[config.mk]
export PLATFORM = sky130hd
export DESIGN_NAME = alu_op_sequencer
export DESIGN_NICKNAME = d
export VERILOG_FILES = /design/src/rtl/alu_op_sequencer.sv
export SDC_FILE = /design/constraint.sdc
export NUM_CORES = 1
export LEC_CHECK = 0
export ABC_AREA = 1
export CAP_MARGIN = 20
export CORE_MARGIN = 3
export CORE_UTILIZATION = 48
export CTS_CLUSTER_DIAMETER = 100
export CTS_CLUSTER_SIZE = 16
export DETAILED_ROUTE_END_ITERATION = 16
export DONT_BUFFER_PORTS = 1
export PLACE_DENSITY = 0.65
export SYNTH_ARGS = -nofsm -noshare
export SYNTH_HDL_FRONTEND = slang
export SYNTH_SLANG_ARGS = --single-unit
[constraint.sdc]
create_clock -name CLK -period 1.4 [get_ports CLK]
set_input_delay 0.28 -clock CLK [delete_from_list [all_inputs] [get_ports CLK]]
set_output_delay 0.28 -clock CLK [all_outputs]
set_load 0.02 [all_outputs]
[src/rtl/alu_op_sequencer.sv]
// Sequences dst <= dst OP src over a 32-bit register file using a 16-bit registered ALU.
// Long operations take two ALU passes (low half, then high half) with carry/borrow chaining.
module alu_op_sequencer #(
  parameter int REG_SEL_W = 3
) (
  input  logic                 CLK,
  input  logic                 RESET,
  input  logic                 req_valid,
  output logic                 req_ready,
  input  logic [1:0]           req_op,
  input  logic [1:0]           req_size,
  input  logic [REG_SEL_W-1:0] req_src,
  input  logic [REG_SEL_W-1:0] req_dst,
  output logic [REG_SEL_W-1:0] rf_sel_a,
  output logic [REG_SEL_W-1:0] rf_sel_b,
  input  logic [31:0]          rf_rd_a,
  input  logic [31:0]          rf_rd_b,
  output logic                 rf_we,
  output logic [31:0]          rf_wdata,
  output logic [15:0]          alu_a,
  output logic [15:0]          alu_b,
  output logic [1:0]           alu_op,
  output logic                 alu_cin,
  input  logic [15:0]          alu_out,
  input  logic                 alu_cout,
  output logic                 done,
  output logic                 flag_n,
  output logic                 flag_z,
  output logic                 flag_c
);

  typedef enum logic [2:0] {
    S_IDLE,
    S_FETCH,
    S_LO,
    S_HI,
    S_WB
  } state_t;

  state_t                 state_reg, state_next;
  logic [1:0]             op_reg;
  logic [1:0]             size_reg;
  logic [REG_SEL_W-1:0]   src_reg;
  logic [REG_SEL_W-1:0]   dst_reg;
  logic [31:0]            ops_reg;
  logic [31:0]            opd_reg;
  logic [15:0]            lo_reg;
  logic                   flag_n_reg, flag_z_reg, flag_c_reg;

  logic [31:0]            wb_data_next;
  logic                   flag_n_next, flag_z_next, flag_c_next;

  logic is_long, is_byte, is_arith;

  // Reserved size 2'b11 shares the long path because only bit 1 is inspected.
  assign is_long  = size_reg[1];
  assign is_byte  = (size_reg == 2'b00);
  assign is_arith = ~op_reg[1];

  assign flag_n = flag_n_reg;
  assign flag_z = flag_z_reg;
  assign flag_c = flag_c_reg;

  always_ff @(posedge CLK) begin
    if (RESET) begin
      state_reg  <= S_IDLE;
      op_reg     <= '0;
      size_reg   <= '0;
      src_reg    <= '0;
      dst_reg    <= '0;
      ops_reg    <= '0;
      opd_reg    <= '0;
      lo_reg     <= '0;
      flag_n_reg <= 1'b0;
      flag_z_reg <= 1'b0;
      flag_c_reg <= 1'b0;
    end else begin
      state_reg <= state_next;
      case (state_reg)
        S_IDLE: begin
          if (req_valid) begin
            op_reg   <= req_op;
            size_reg <= req_size;
            src_reg  <= req_src;
            dst_reg  <= req_dst;
          end
        end
        S_FETCH: begin
          ops_reg <= rf_rd_a;
          opd_reg <= rf_rd_b;
        end
        S_HI: lo_reg <= alu_out;
        S_WB: begin
          flag_n_reg <= flag_n_next;
          flag_z_reg <= flag_z_next;
          flag_c_reg <= flag_c_next;
        end
        default: ;
      endcase
    end
  end

  // Write-back data and flags; in WB the ALU holds the last pass result.
  always_comb begin
    wb_data_next = opd_reg;
    flag_n_next  = 1'b0;
    flag_z_next  = 1'b0;
    flag_c_next  = 1'b0;
    if (is_long) begin
      wb_data_next = {alu_out, lo_reg};
      flag_n_next  = alu_out[15];
      flag_z_next  = (alu_out == 16'h0000) && (lo_reg == 16'h0000);
      flag_c_next  = alu_cout;
    end else if (is_byte) begin
      wb_data_next = {opd_reg[31:8], alu_out[7:0]};
      flag_n_next  = alu_out[7];
      flag_z_next  = (alu_out[7:0] == 8'h00);
      flag_c_next  = alu_out[8];
    end else begin
      wb_data_next = {opd_reg[31:16], alu_out};
      flag_n_next  = alu_out[15];
      flag_z_next  = (alu_out == 16'h0000);
      flag_c_next  = alu_cout;
    end
    if (!is_arith) flag_c_next = 1'b0;
  end

  always_comb begin
    state_next = state_reg;
    req_ready  = 1'b0;
    rf_sel_a   = '0;
    rf_sel_b   = '0;
    rf_we      = 1'b0;
    rf_wdata   = '0;
    alu_a      = '0;
    alu_b      = '0;
    alu_op     = '0;
    alu_cin    = 1'b0;
    done       = 1'b0;
    if (!RESET) begin
      case (state_reg)
        S_IDLE: begin
          req_ready = 1'b1;
          if (req_valid) state_next = S_FETCH;
        end
        S_FETCH: begin
          rf_sel_a   = src_reg;
          rf_sel_b   = dst_reg;
          state_next = S_LO;
        end
        S_LO: begin
          alu_op = op_reg;
          if (is_byte) begin
            alu_a = {8'h00, opd_reg[7:0]};
            alu_b = {8'h00, ops_reg[7:0]};
          end else begin
            alu_a = opd_reg[15:0];
            alu_b = ops_reg[15:0];
          end
          state_next = is_long ? S_HI : S_WB;
        end
        S_HI: begin
          // Low-pass carry is on alu_cout this cycle and chains straight into the high pass.
          alu_op     = op_reg;
          alu_a      = opd_reg[31:16];
          alu_b      = ops_reg[31:16];
          alu_cin    = is_arith & alu_cout;
          state_next = S_WB;
        end
        S_WB: begin
          rf_we      = 1'b1;
          rf_sel_b   = dst_reg;
          rf_wdata   = wb_data_next;
          done       = 1'b1;
          state_next = S_IDLE;
        end
        default: state_next = S_IDLE;
      endcase
    end
  end

endmodule

Word-level counts from Yosys, hierarchy flattened
Index checks and enable logic that the tools add are counted.

Output and inout bits: 79. Bits in registers: 96. Bits in read-only memories: 0. Latch bits: 0. Memory bits (writable): 0. Memories kept: 0. Word-level logic and storage cells: 59.

Order comparisons: 0. Add/sub/neg operators: 0. Bitwise gates (word level): 2. Muxes and demuxes: 32. Shift-type cells: 0. Reductions and logical operators: 9. $mul: 0. Eq/ne operators: 5. Div/mod/pow operators: 0.

Operator list (count): 2-to-1 mux 32 bit (3); 2-to-1 mux 16 bit (5); one-hot mux 16 bit (2 select lines) (2); logical NOT 16 bit (2); 2-to-1 mux 3 bit (6); 2-to-1 mux 1 bit (13); one-hot mux 3 bit (4 select lines) (1); logical NOT 8 bit (1); equality test 3 x 2 -> 1 bit (second input constant) (2); 2-to-1 mux 2 bit (2); OR reduction 2 bit (2); equality test 3 x 1 -> 1 bit (second input constant) (1); equality test 3 bit (second input constant) (1); logical NOT 3 bit (1); logical NOT 2 bit (1); inequality test 2 bit (second input constant) (1); AND reduction 2 bit (1); bitwise AND 1 bit (1); logical AND 1 bit (1); NOT 1 bit (1).

Longest topological paths before layout
Depth after elaboration: 5. Depth in mapped cells: 7. Depth with buffers taken out: 7.

Least setup slack after synthesis
No wires, ideal clock.

Path type: register to output. Start: reg state_reg[0]. End: out rf_wdata[15]. Stages on the path, launching flop included: 6. Setup slack: -419 ps. Data required time: 1120 ps. Arrival time: 1539 ps. Path through: dfxtp_1 > nor2_1 > nand2_2 > nor2_4 > inv_2 > a221oi_1.

Longest elaborated chain between the ends: 3.

Ends and longest elaborated chain: start, declared (RTL line 40) `state_t state_reg, state_next;`; start signal, assigned (RTL line 78) `state_reg <= state_next;`; equality test 3 bit (RTL line 141) `case (state_reg)`; 2-to-1 mux 32 bit (RTL line 141); 2-to-1 mux 32 bit (RTL line 140) `if (!RESET) begin`; end, declared (RTL line 19) `output logic [31:0] rf_wdata,`.

No other way between the ends.

Worst setup path after layout
Start: reg state_reg[0]. End: out alu_b[15].

Longest elaborated chain between the ends: 3. Elaborated cells on any way between the ends: 4. Classes of those cells: 2 x eq/ne; 2 x mux.

Ends and longest elaborated chain: equality test 3 x 2 -> 1 bit (RTL line 141); one-hot mux 16 bit (2 select lines) (*) (RTL line 141); 2-to-1 mux 16 bit (*) (RTL line 140); end, declared (RTL line 21) `output logic [15:0] alu_b,`.

Mark *: on every way between the ends. The rest lies on a longest branch, timed or not.

==> summary.txt <==
CTS
  • Clock transition at path regs: 0.11 ns
  • H-Tree Depth: 3
  • Max clock buf depth: 2
  • CTS tree: done
  • Worst skew pair latency: approximately 0.38 ns
  • Clock root buffer master: clkbuf_8
  • Clock Sinks: 96
  • Cts bufs inserted: 9

STA
  • Tmin final: 1.95 ns
  • Fmax: 0.513 GHz
  • Least-Margin Pin Slew: between 0.4 and 0.5 ns
  • Final Setup Violations: 141
  • Max-slew violations: 0
  • Clock Skew: 0.0114 ns
  • Setup TNS: -46.88 ns
  • Final WS setup: -0.550 ns
  • Final Hold Slack: just over 0.03 ns
  • Final period utilization: 139%
  • Final hold vios: 0
  • RSZ-0062 raised after global routing: true
  • Slew HR: 68.7%

Placement
  • Setup WS pre-CTS: -0.194 ns
  • RePlAce Congestion: 0.947
  • Post-DP HPWL: ~11,000 microns
  • Placed cells: 836
  • IO Port Bufs: 0

Worst hold path
  • HP Class: input pin to flop
  • Worst hold stages: 2

Power
  • Max VDD drop: roughly 1100 uV
  • Leak: 2.96 nW
  • P_sw: 0.00311 W
  • Combinational share of power: a little over a third
  • Pwr Density: 1080 mW/mm^2
  • Sequential Power Share: 41.1%
  • Clk pwr share: between 20% and 30%
  • Switching Fraction: 37.3%
  • Internal power: 0.00522 W

Die
  • Initial Util: around 50%
  • Die area: ~0.011 sq mm
  • Core area: slightly above 0.009 sq mm
  • Die Span X: approximately 100 microns
  • I/O pins: 173
  • FP Rows: 35
  • Die height: 104 microns

Global routing
  • Total gr overflow: 0
  • Gr usage total: a little under a third
  • Initial antenna violation count: 0
  • Largest net degree at the start of global routing: 46
  • First-pass GRT wire length: 27,100 microns
  • Number of global-route vias before repair: slightly above 5,000

Critical path
  • Required time worst endpoint: 1.12 ns
  • Bufs and invs on worst path: 5
  • Critical Path AT: between 1.5 and 2 ns
  • Worst r2r dst: ops_reg[7]$_SDFFE_PP0N_
  • Slowest-stage cell, CP: dfxtp_4
  • Crit. Startpoint: state_reg[0]$_SDFFE_PP0P_
  • Max incr delay on CP: 0.38 ns
  • Critical Path End: alu_b[15]
  • Crit. End Element: output pin
  • Setup slack, reg-to-reg: -0.27 ns
  • Crit-path cells: buf_6, inv_4, nor2_4, buf_12, buf_12, nand2_2, a21oi_2, buf_6
  • Critical Path Source Type: flop
  • Critical R2R Launch: state_reg[1]$_SDFFE_PP0P_
  • Levels on crit path: 8
  • Critical Path Fanout Max: 6
  • CP delay by family, top: buffers and inverters
  • Length in cells of the worst reg-to-reg path: 10
  • Worst Setup Path Type: flop to output pin

Final layout
  • Post-layout util: between 80 and 90%
  • Final cell count without fillers: 888
  • Commonest non-fill, non-tap cell in the layout: nor2_1
  • N_diodes: 0
  • # fillers: 566
  • Final nets: 848
  • Layout area overhead: 65.3%
  • Share of cells above drive strength 1: around 45%
  • Most frequent cells in the layout: nor2_1, dfxtp_1, nor2_4

Routing
  • Metal3 WL: 1250 microns
  • DRC: 0
  • DR iter-0 viols: around 400
  • Via count: 5,207
  • Via-to-Cell Ratio: 5.86
  • DR pass1 iterations: 5
  • Routed wire length: 17,700 microns
  • WL met2: 9110 microns
  • Highest Signal Layer: met4
  • WL per Instance: 19.9 microns
  • WL met1: 6910 microns
  • Antenna viol nets, final: 0

Logic synthesis
  • Syn. warnings: 0
  • Post-synthesis register bit count: 96
  • Synthesized area: 0.00465 sq mm
  • Syn nets: slightly below 800
  • Post-synthesis instance total: between 600 and 700
  • Post-synth cell types: 25
  • Sequential cell area fraction in the yosys report: 41.3%
  • Post-Syn Area per Cell: 6.67 sq um

Run status
  • Failing checks: setup timing
  • Status: finished, violations left

Job
  • Max Cap Viol: 0
-- stage by stage --
step           cell area, sq um  total power, W
2_1_floorplan              5350         0.00468
3_3_place_gp               5740         0.00511
3_5_place_dp               5740         0.00516
4_1_cts                    7200         0.00802
5_1_grt                    7690         0.00869
6_report                   7690         0.00832
-- final cells by class --
type | count | area (sq um) | area share [%]
clock buffers | 11 | 153 | 1.98
repair inverters | 2 | 20.0 | 0.260
repair buffers | 94 | 1320 | 17.1
flip-flops and latches | 96 | 1930 | 25.1
clock inverters | 5 | 45.0 | 0.586
well taps | 129 | 161 | 2.10
inverters | 40 | 175 | 2.28
multi-input cells | 511 | 3890 | 50.6
-- power groups by stage --
stage,sequential [W],combinational (W),clock [W]
floorplan,0.00332,0.00136,0
global placement,0.00338,0.00173,0
detailed placement,0.00339,0.00177,0
CTS,0.00334,0.00280,0.00188
global route,0.00346,0.00324,0.00198
finish,0.00343,0.00304,0.00186
-- per-layer routing --
| metal | vias to the layer above | track usage, % |
|---|---|---|
| li1 | 2388 | - |
| met1 | 2529 | 38.2 |
| met2 | 250 | 52.7 |
| met3 | 40 | 8.19 |
| met4 | 0 | 9.59 |
| met5 | - | 0 |
-- cell usage after synthesis --
master / count / area (sq um)
nor2_4: 3 / 33.8
o21ai_0: 96 / 480
nor4_1: 1 / 6.26
a221oi_1: 1 / 8.76
clkbuf_1: 25 / 93.8
buf_4: 4 / 30.0
a21oi_1: 90 / 450
buf_6: 11 / 124
nor3_4: 1 / 16.3
o21ai_1: 3 / 15.0
clkinv_1: 2 / 7.51
inv_2: 6 / 22.5
buf_2: 10 / 50.1
nand2_2: 2 / 12.5
nand2_1: 94 / 353
nand3_1: 18 / 90.1
nor2_1: 182 / 683
nor3_1: 8 / 40.0
dfxtp_1: 96 / 1920
nor3_2: 3 / 30.0
inv_1: 32 / 120
a31oi_1: 7 / 43.8
a211oi_1: 1 / 7.51
buf_1: 1 / 3.75
a21oi_2: 1 / 8.76
-- worst reg2reg max path, cell delays in order (launching register included) --
cell and delay, ns:
dfxtp_4 0.37, buf_4 0.14, nor3_4 0.20, buf_6 0.15
inv_8 0.04, buf_6 0.13, buf_12 0.14, buf_12 0.13
buf_16 0.14, nor2_4 0.08, nor2_1 0.05
-- worst min-delay path by stage --
stage	from	end	slack, ns
3_5_place_dp	RESET	state_reg[1]$_SDFFE_PP0P_	0.36
5_1_grt	rf_rd_b[4]	opd_reg[4]$_SDFFE_PP0N_	0.02
3_3_place_gp	RESET	state_reg[1]$_SDFFE_PP0P_	0.36
6_report	rf_rd_b[3]	opd_reg[3]$_SDFFE_PP0N_	0.03
2_1_floorplan	rf_rd_b[0]	opd_reg[0]$_SDFFE_PP0N_	0.41
4_1_cts	rf_rd_a[24]	ops_reg[24]$_SDFFE_PP0N_	0.01
-- cells by family after synthesis --
group	Yosys count	synth area share [%]
and+or+nand+nor	312	27.2
AOI/OAI and AO/OA	199	21.8
DFF	96	41.3
buffers and inverters	91	9.71
-- repair_timing --
action	4_1_cts	5_1_grt
gates cloned	16	2
hold buffers	1	0
setup buffers	18	5
gates resized for setup	218	133
pin swaps	28	39
endpoints found under the setup margin	155	156
endpoints found under the hold margin	5	0
(Power assumes the default switching activity.)
